**src/rtl/ula_arbiter_if.sv**
```systemverilog
// Request/response/ULA bundle for ula_arbiter.
// slave = arbiter side, master = control unit + ULA side.
interface ula_arbiter_if #(
  parameter int WIDTH = 32,
  parameter int OPW   = 3
);
  logic             iReq0Valid, oReq0Ready;
  logic [OPW-1:0]   iReq0Op;
  logic [WIDTH-1:0] iReq0A, iReq0B;
  logic             iReq1Valid, oReq1Ready;
  logic [OPW-1:0]   iReq1Op;
  logic [WIDTH-1:0] iReq1A, iReq1B;
  logic             oRspValid, iRspReady, oRspId, oRspZero;
  logic [WIDTH-1:0] oRspResult;
  logic [OPW-1:0]   oUlaControl;
  logic [WIDTH-1:0] oUlaA, oUlaB, iUlaResult;
  logic             iUlaZero;

  modport slave (
    input  iReq0Valid, iReq0Op, iReq0A, iReq0B,
    input  iReq1Valid, iReq1Op, iReq1A, iReq1B,
    input  iRspReady, iUlaResult, iUlaZero,
    output oReq0Ready, oReq1Ready, oRspValid, oRspId, oRspResult, oRspZero,
    output oUlaControl, oUlaA, oUlaB
  );

  modport master (
    output iReq0Valid, iReq0Op, iReq0A, iReq0B,
    output iReq1Valid, iReq1Op, iReq1A, iReq1B,
    output iRspReady, iUlaResult, iUlaZero,
    input  oReq0Ready, oReq1Ready, oRspValid, oRspId, oRspResult, oRspZero,
    input  oUlaControl, oUlaA, oUlaB
  );
endinterface

```
**src/rtl/ula_arbiter.sv**
```systemverilog
// Two-requester round-robin arbiter in front of a single combinational ULA.
// Define ULA_ARB_FIXED_PRI_EN to make requester 0 win every tie.
module ula_arbiter #(
  parameter int   WIDTH   = 32,
  parameter int   OPW     = 3,
  parameter logic RR_INIT = 1'b1
) (
  input logic           iCLK,
  input logic           iRST,
  ula_arbiter_if.slave  bus
);
  typedef enum logic [1:0] {IDLE = 2'd0, EXEC = 2'd1, RESP = 2'd2} stateT;

  stateT            state;
  logic [OPW-1:0]   opReg;
  logic [WIDTH-1:0] aReg, bReg, rspResult;
  logic             rspZero, rspValid, idReg;
  logic             grantId, accept;

`ifdef ULA_ARB_FIXED_PRI_EN
  assign grantId = !bus.iReq0Valid;
`else
  logic lastPtr;
  // On a tie the requester that did not win last time goes next.
  assign grantId = (bus.iReq0Valid && bus.iReq1Valid) ? ~lastPtr : !bus.iReq0Valid;
`endif

  assign accept         = (state == IDLE) && (bus.iReq0Valid || bus.iReq1Valid);
  assign bus.oReq0Ready = accept && !grantId;
  assign bus.oReq1Ready = accept && grantId;

  assign bus.oUlaControl = opReg;
  assign bus.oUlaA       = aReg;
  assign bus.oUlaB       = bReg;
  assign bus.oRspValid   = rspValid;
  assign bus.oRspId      = idReg;
  assign bus.oRspResult  = rspResult;
  assign bus.oRspZero    = rspZero;

  always_ff @(posedge iCLK) begin
    if (iRST) begin
      state     <= IDLE;
      opReg     <= '0;
      aReg      <= '0;
      bReg      <= '0;
      idReg     <= 1'b0;
      rspResult <= '0;
      rspZero   <= 1'b0;
      rspValid  <= 1'b0;
`ifndef ULA_ARB_FIXED_PRI_EN
      lastPtr   <= RR_INIT;
`endif
    end else begin
      case (state)
        IDLE: if (accept) begin
          opReg <= grantId ? bus.iReq1Op : bus.iReq0Op;
          aReg  <= grantId ? bus.iReq1A  : bus.iReq0A;
          bReg  <= grantId ? bus.iReq1B  : bus.iReq0B;
          idReg <= grantId;
`ifndef ULA_ARB_FIXED_PRI_EN
          lastPtr <= grantId;
`endif
          state <= EXEC;
        end
        EXEC: begin
          rspResult <= bus.iUlaResult;
          rspZero   <= bus.iUlaZero;
          rspValid  <= 1'b1;
          state     <= RESP;
        end
        RESP: if (bus.iRspReady) begin
          rspValid <= 1'b0;
          state    <= IDLE;
        end
        default: state <= IDLE;
      endcase
    end
  end
endmodule

```
**src/flat_wrapper.sv**
```systemverilog
// flat-port wrapper written by rule: the top's interface ports become plain ports
module ula_arbiter_flat 
#(
  parameter int   WIDTH   = 32,
  parameter int   OPW     = 3,
  parameter logic RR_INIT = 1'b1
)
  (iCLK, iRST, bus_iReq0Valid, bus_iReq0Op, bus_iReq0A, bus_iReq0B, bus_iReq1Valid, bus_iReq1Op, bus_iReq1A, bus_iReq1B, bus_iRspReady, bus_iUlaResult, bus_iUlaZero, bus_oReq0Ready, bus_oReq1Ready, bus_oRspValid, bus_oRspId, bus_oRspResult, bus_oRspZero, bus_oUlaControl, bus_oUlaA, bus_oUlaB);
  ula_arbiter_if #(.WIDTH(WIDTH), .OPW(OPW)) bus_i ();
  input logic iCLK;
  input logic iRST;
  input wire logic [$bits(bus_i.iReq0Valid)-1:0] bus_iReq0Valid;
  input wire logic [$bits(bus_i.iReq0Op)-1:0] bus_iReq0Op;
  input wire logic [$bits(bus_i.iReq0A)-1:0] bus_iReq0A;
  input wire logic [$bits(bus_i.iReq0B)-1:0] bus_iReq0B;
  input wire logic [$bits(bus_i.iReq1Valid)-1:0] bus_iReq1Valid;
  input wire logic [$bits(bus_i.iReq1Op)-1:0] bus_iReq1Op;
  input wire logic [$bits(bus_i.iReq1A)-1:0] bus_iReq1A;
  input wire logic [$bits(bus_i.iReq1B)-1:0] bus_iReq1B;
  input wire logic [$bits(bus_i.iRspReady)-1:0] bus_iRspReady;
  input wire logic [$bits(bus_i.iUlaResult)-1:0] bus_iUlaResult;
  input wire logic [$bits(bus_i.iUlaZero)-1:0] bus_iUlaZero;
  output wire logic [$bits(bus_i.oReq0Ready)-1:0] bus_oReq0Ready;
  output wire logic [$bits(bus_i.oReq1Ready)-1:0] bus_oReq1Ready;
  output wire logic [$bits(bus_i.oRspValid)-1:0] bus_oRspValid;
  output wire logic [$bits(bus_i.oRspId)-1:0] bus_oRspId;
  output wire logic [$bits(bus_i.oRspResult)-1:0] bus_oRspResult;
  output wire logic [$bits(bus_i.oRspZero)-1:0] bus_oRspZero;
  output wire logic [$bits(bus_i.oUlaControl)-1:0] bus_oUlaControl;
  output wire logic [$bits(bus_i.oUlaA)-1:0] bus_oUlaA;
  output wire logic [$bits(bus_i.oUlaB)-1:0] bus_oUlaB;
  assign bus_i.iReq0Valid = bus_iReq0Valid;
  assign bus_i.iReq0Op = bus_iReq0Op;
  assign bus_i.iReq0A = bus_iReq0A;
  assign bus_i.iReq0B = bus_iReq0B;
  assign bus_i.iReq1Valid = bus_iReq1Valid;
  assign bus_i.iReq1Op = bus_iReq1Op;
  assign bus_i.iReq1A = bus_iReq1A;
  assign bus_i.iReq1B = bus_iReq1B;
  assign bus_i.iRspReady = bus_iRspReady;
  assign bus_i.iUlaResult = bus_iUlaResult;
  assign bus_i.iUlaZero = bus_iUlaZero;
  assign bus_oReq0Ready = bus_i.oReq0Ready;
  assign bus_oReq1Ready = bus_i.oReq1Ready;
  assign bus_oRspValid = bus_i.oRspValid;
  assign bus_oRspId = bus_i.oRspId;
  assign bus_oRspResult = bus_i.oRspResult;
  assign bus_oRspZero = bus_i.oRspZero;
  assign bus_oUlaControl = bus_i.oUlaControl;
  assign bus_oUlaA = bus_i.oUlaA;
  assign bus_oUlaB = bus_i.oUlaB;
  ula_arbiter #(.WIDTH(WIDTH), .OPW(OPW), .RR_INIT(RR_INIT)) u_core (.iCLK(iCLK), .iRST(iRST), .bus(bus_i));
endmodule
```
**config.mk**
```make
export PLATFORM = sky130hd
export DESIGN_NAME = ula_arbiter_flat
export DESIGN_NICKNAME = d
export VERILOG_FILES = /design/src/rtl/ula_arbiter_if.sv /design/src/rtl/ula_arbiter.sv /design/src/flat_wrapper.sv
export SDC_FILE = /design/constraint.sdc
export NUM_CORES = 1
export LEC_CHECK = 0
export CORE_UTILIZATION = 40
export DETAILED_ROUTE_END_ITERATION = 12
export PLACE_DENSITY_LB_ADDON = 0.3
export SETUP_SLACK_MARGIN = 0.1
export SLEW_MARGIN = 15
export SYNTH_ARGS = -nofsm -noshare
export SYNTH_HDL_FRONTEND = slang
export SYNTH_SLANG_ARGS = --single-unit
```
**constraint.sdc**
```tcl
create_clock -name iCLK -period 2.05 [get_ports iCLK]
set_input_delay 0.41 -clock iCLK [delete_from_list [all_inputs] [get_ports iCLK]]
set_output_delay 0.41 -clock iCLK [all_outputs]
set_load 0.01 [all_outputs]
```
### Yosys cells after proc, flatten, opt, wreduce, memory -nomap -nowiden

Index checks and enable logic that the tools add are counted.

| word-level totals | value |
|---|---|
| flip-flop bits (word level) | 105 |
| output and inout port bits | 104 |

| operators by class | value |
|---|---|
| mux-type cells | 9 |
| bitwise logic cells | 1 |
| equal/unequal tests | 4 |
| reductions and logical operators | 12 |

Operator list:

| cell | number |
|---|---|
| $mux W32 | 2 |
| $pmux W2 S3 | 1 |
| $reduce_and A2 Y1 | 3 |
| $logic_and A1 B1 Y1 | 4 |
| $mux W2 | 2 |
| $mux W3 | 1 |
| $eq A2 B1 Y1 const B | 1 |
| $eq A2 B2 Y1 const B | 1 |
| $logic_not A1 Y1 | 2 |
| $logic_not A2 Y1 | 1 |
| $mux W1 | 2 |
| $ne A2 B1 Y1 const B | 1 |
| $ne A2 B2 Y1 const B | 1 |
| $pmux W1 S2 | 1 |
| $reduce_bool A2 Y1 | 1 |
| $logic_or A1 B1 Y1 | 1 |
| $not A1 Y1 | 1 |

### Logic depth before layout (Yosys ltp)

| logic depth | value |
|---|---|
| word-level depth | 4 |
| gate-level depth with buffers | 6 |
| depth with buffers taken out | 3 |

### Least setup slack after synthesis

OpenSTA, ideal clock, no wires.

| timing | value |
|---|---|
| kind | input-to-output |
| from | input port bus_iReq1Valid |
| to | output port bus_oReq1Ready |
| data required time | 1640 ps |
| stages on the path | 5 |
| arrival | 1139 ps |
| slack | 501 ps |
| cells stage by stage | a21boi_2 > buf_4 > buf_2 > nand2_1 > inv_1 |

| on the way | value |
|---|---|
| cells in the longest elaborated chain, start to end | 3 |
| elaborated cells on any way between the ends | 5 |

Ends and longest elaborated chain:

| what | RTL line | text |
|---|---|---|
| start, declared | flat_wrapper.sv:16 | `input wire logic [$bits(bus_i.iReq1Valid)-1:0] bus_iReq1Valid;` |
| $logic_and A1 B1 Y1 / $logic_or A1 B1 Y1 (equally long branches) | ula_arbiter.sv:25, ula_arbiter.sv:28 |  |
| $mux W1 / $logic_and A1 B1 Y1 (equally long branches) | ula_arbiter.sv:25, ula_arbiter.sv:28 |  |
| $logic_and A1 B1 Y1 (*) | ula_arbiter.sv:30 | `assign bus.oReq1Ready = accept && grantId;` |
| end, declared | flat_wrapper.sv:24 | `output wire logic [$bits(bus_i.oReq1Ready)-1:0] bus_oReq1Ready;` |

Mark *: on every way between the ends. The rest lies on a longest branch, timed or not.

### Worst setup path in the final report

| timing | value |
|---|---|
| from | register u_core.aReg[25], in the netlist u_core.bus.oUlaA[25] |
| to | output port bus_oUlaA[25] |

RTL lines:

| what | RTL line | text |
|---|---|---|
| start, declared | ula_arbiter.sv:16 | `logic [WIDTH-1:0] aReg, bReg, rspResult;` |
| start signal, assigned | ula_arbiter.sv:57 | `aReg <= grantId ? bus.iReq1A : bus.iReq0A;` |
| end, declared | flat_wrapper.sv:30 | `output wire logic [$bits(bus_i.oUlaA)-1:0] bus_oUlaA;` |

No word-level cell between the ends.

==> flow_summary_export.csv <==
group,metric,value,unit
worst_setup_path,cp-start-kind,"flop",
worst_setup_path,cp_data_arrival_time,1.33,ns
floorplanning,fp.dieH,107,µm
clock_network,clkTransAtPathRegs,0.11,ns
grt,antenna_found_initial,0,
run,maxCapViolCount,0,
clock_network,cts_buffers,9,
grt,grt_pass1_wl,24700,µm
synth,synth.avg_cell_area,7.84,µm²
worst_setup_path,path_depth,1,
cells_and_area,antennaDiodeCount,0,
cells_and_area,areaGrowthSynthToFinish,69.8,%
hold_path,worst_hold_path_type,"flop to flop",
synth,async_reset_ff_share,0,%
clock_network,htreeDepth,3,
floorplanning,pin_count,276,
floorplanning,die_w,107,µm
timing,rsz0062_at_grt,"no",
drt,drt_iter0_drc,457,
drt,detail_route.first_pass.iterations,5,
drt,wl_per_cell,17.1,µm
synth,yosys.area.top_type,"dfxtp_1",
cells_and_area,drive_above_1_share,5.49,%
worst_setup_path,end_kind,"output port",
timing,hold_viol,0,
grt,first_global_vias,4915,
worst_setup_path,crit_type,"flop to output port",
drt,drc_errors,0,
drt,wirelength,16000,µm
worst_setup_path,crit_required,1.64,ns
worst_setup_path,critPathTopFamily,"buffers and inverters",
floorplanning,core,0.0105,mm²
worst_setup_path,rr_worst_depth,4,
timing,period_needed,1.74,ns
clock_network,post_cts_buffers,0,
drt,ant_nets,0,
floorplanning,rows,37,
hold_path,hold_depth,2,
worst_setup_path,slowest_stage,"clkdlybuf4s50_1",
timing,whs,0.460,ns
clock_network,cts_root_buffer,"clkbuf_8",
drt,vias,5247,
grt,overflow,0,
synth,syn-instance-count,557,
grt,grt_max_degree,68,
floorplanning,fp.dieArea,0.0113,mm²
grt,grt_use_total,27.4,%
synth,yosys-top-cells-area,"dfxtp_1, nand3_1, a31oi_1",
synth,ys_seq_area_share,48.1,%
status,status,"complete, no violations",
placement,dp_hpwl,10900,µm
timing,drv_slew,0,
timing,fin_skew,0.0142,ns
synth,ys_types,24,
drt,vias_per_cell,5.60,
power,ir_drop,0.358,mV
clock_network,cts_tree,"done",
synth,synth_top_area_share,48.1,%
synth,ys_seq_elements,105,
worst_setup_path,path_buf_inv,1,
worst_setup_path,crit_chain,"clkdlybuf4s50_1",
timing,finalSetupViolations,0,
worst_setup_path,path_max_fanout,2,
power,powerDensity,693,mW/mm²
synth,synth_edf_count,0,
clock_network,cts.sinks,105,
clock_network,clk_latency,0.36,ns
timing,tightest_slew,0.758,ns
power,p_leak,2.56,nW
cells_and_area,nets,968,
timing,relSlewSlack,49.4,%
placement,numPortBuffers,275,
timing,period_share,84.7,%
worst_setup_path,critical_path.max_stage_delay,0.60,ns
synth,netlist_area,0.00437,mm²
synth,yosysMostFrequentCell,"nand3_1",
synth,syn_nets,729,
synth,synth_ff_type,"dfxtp_1",
clock_network,cts.hold.buffers_added,0,
placement,gp_congestion,0.779,
timing,max_freq,0.576,GHz
clock_network,cts_buffer_depth,2,
synth,netlist_top_cells_count,"nand3_1, dfxtp_1, o21ai_1",
timing,timing.setup.tns,0,ns
floorplanning,start_util,41.8,%
synth,synth_warnings,0,
==> layout by cell type, fill, tap and decap left out, drive strengths merged, types with 2 or more instances in the layout <==
master / synthesis / layout
nand3: 134 / 134
a21oi: 35 / 35
clkdlybuf4s50: 0 / 270
nand2: 67 / 67
o21ai: 70 / 70
dlygate4sd2: 0 / 3
dfxtp: 105 / 105
clkbuf: 29 / 10
nand2b: 2 / 2
inv: 1 / 3
a31oi: 67 / 67
nand3b: 2 / 2
buf: 35 / 18
nor2: 3 / 3
clkinv: 0 / 2
==> layout make-up <==
class | count | area, µm²
clock buffers | 10 | 138
clock inverters | 6 | 75.1
fillers | 853 | 3050
inverters | 1 | 3.75
multi-input cells | 387 | 2000
flip-flops and latches | 105 | 2110
well taps | 136 | 170
repair buffers | 292 | 2930
==> sequential cells by signal (all words and copies together) (netlist names) <==
signal	flops
u_core.bus.oUlaControl	3
u_core.state	2
u_core.lastPtr	1
u_core.bus.oRspId	1
u_core.bus.oRspResult	32
u_core.bus.oUlaA	32
u_core.bus.oRspValid	1
u_core.bus.oUlaB	32
u_core.bus.oRspZero	1
==> per-stage QoR <==
step / cells / utilization (%) / total power [W] / setup slack, ns / cell area [µm²]
floorplan: 557 / - / 0.00298 / 0.501 / 4370
global placement: 921 / 68.8 / 0.00379 / -0.108 / 7200
detailed placement: 921 / 68.8 / 0.00382 / -0.150 / 7200
CTS: 937 / 70.9 / 0.00517 / 0.103 / 7410
global route: 937 / 70.9 / 0.00539 / 0.261 / 7420
finish: 937 / 70.9 / 0.00514 / 0.315 / 7420
==> power breakdown <==
part	internal [W]	leakage [nW]	switching, W
Clock	0.000616	0.105	0.000743
Combinational	0.000784	1.59	0.000681
Sequential	0.00222	0.863	0.0000984
Total	0.00362	2.56	0.00152
==> logic make-up after synthesis <==
logic type             count (synthesis)  share of synthesized area, %
AO/OA/AOI/OAI                        173                          21.9
buffers and inverters                 65                          6.93
flip-flops                           105                          48.1
AND/OR/NAND/NOR                      214                          23.1
==> layer usage <==
| layer | GRT usage (%) | share of wire [%] | vias up |
|---|---|---|---|
| li1 | - | - | 2482 |
| met5 | 0 | 0 | - |
| met2 | 45.9 | 49 | 300 |
| met1 | 32.2 | 37 | 2418 |
| met4 | 13.4 | 4.1 | 0 |
| met3 | 7.48 | 10 | 47 |
==> worst paths after layout <==
check	startpoint	end	slack, ns
hold / removal	u_core.bus.oRspResult[11]$_SDFFE_PP0P_	u_core.bus.oRspResult[11]$_SDFFE_PP0P_	0.46
setup reg to reg	u_core.state[1]$_SDFFE_PP0P_	u_core.bus.oUlaB[26]$_SDFFE_PP0P_	0.45
hold reg to reg	u_core.bus.oRspResult[11]$_SDFFE_PP0P_	u_core.bus.oRspResult[11]$_SDFFE_PP0P_	0.46
setup / recovery	u_core.bus.oUlaA[25]$_SDFFE_PP0P_	bus_oUlaA[25]	0.31
==> timing repair <==
action                                  CTS  global route
gates cloned                              0             0
resized for setup                         7             1
endpoints found under the setup margin    2             1
hold endpoints to repair                  0             0
Power figures use the tool's default switching activity.
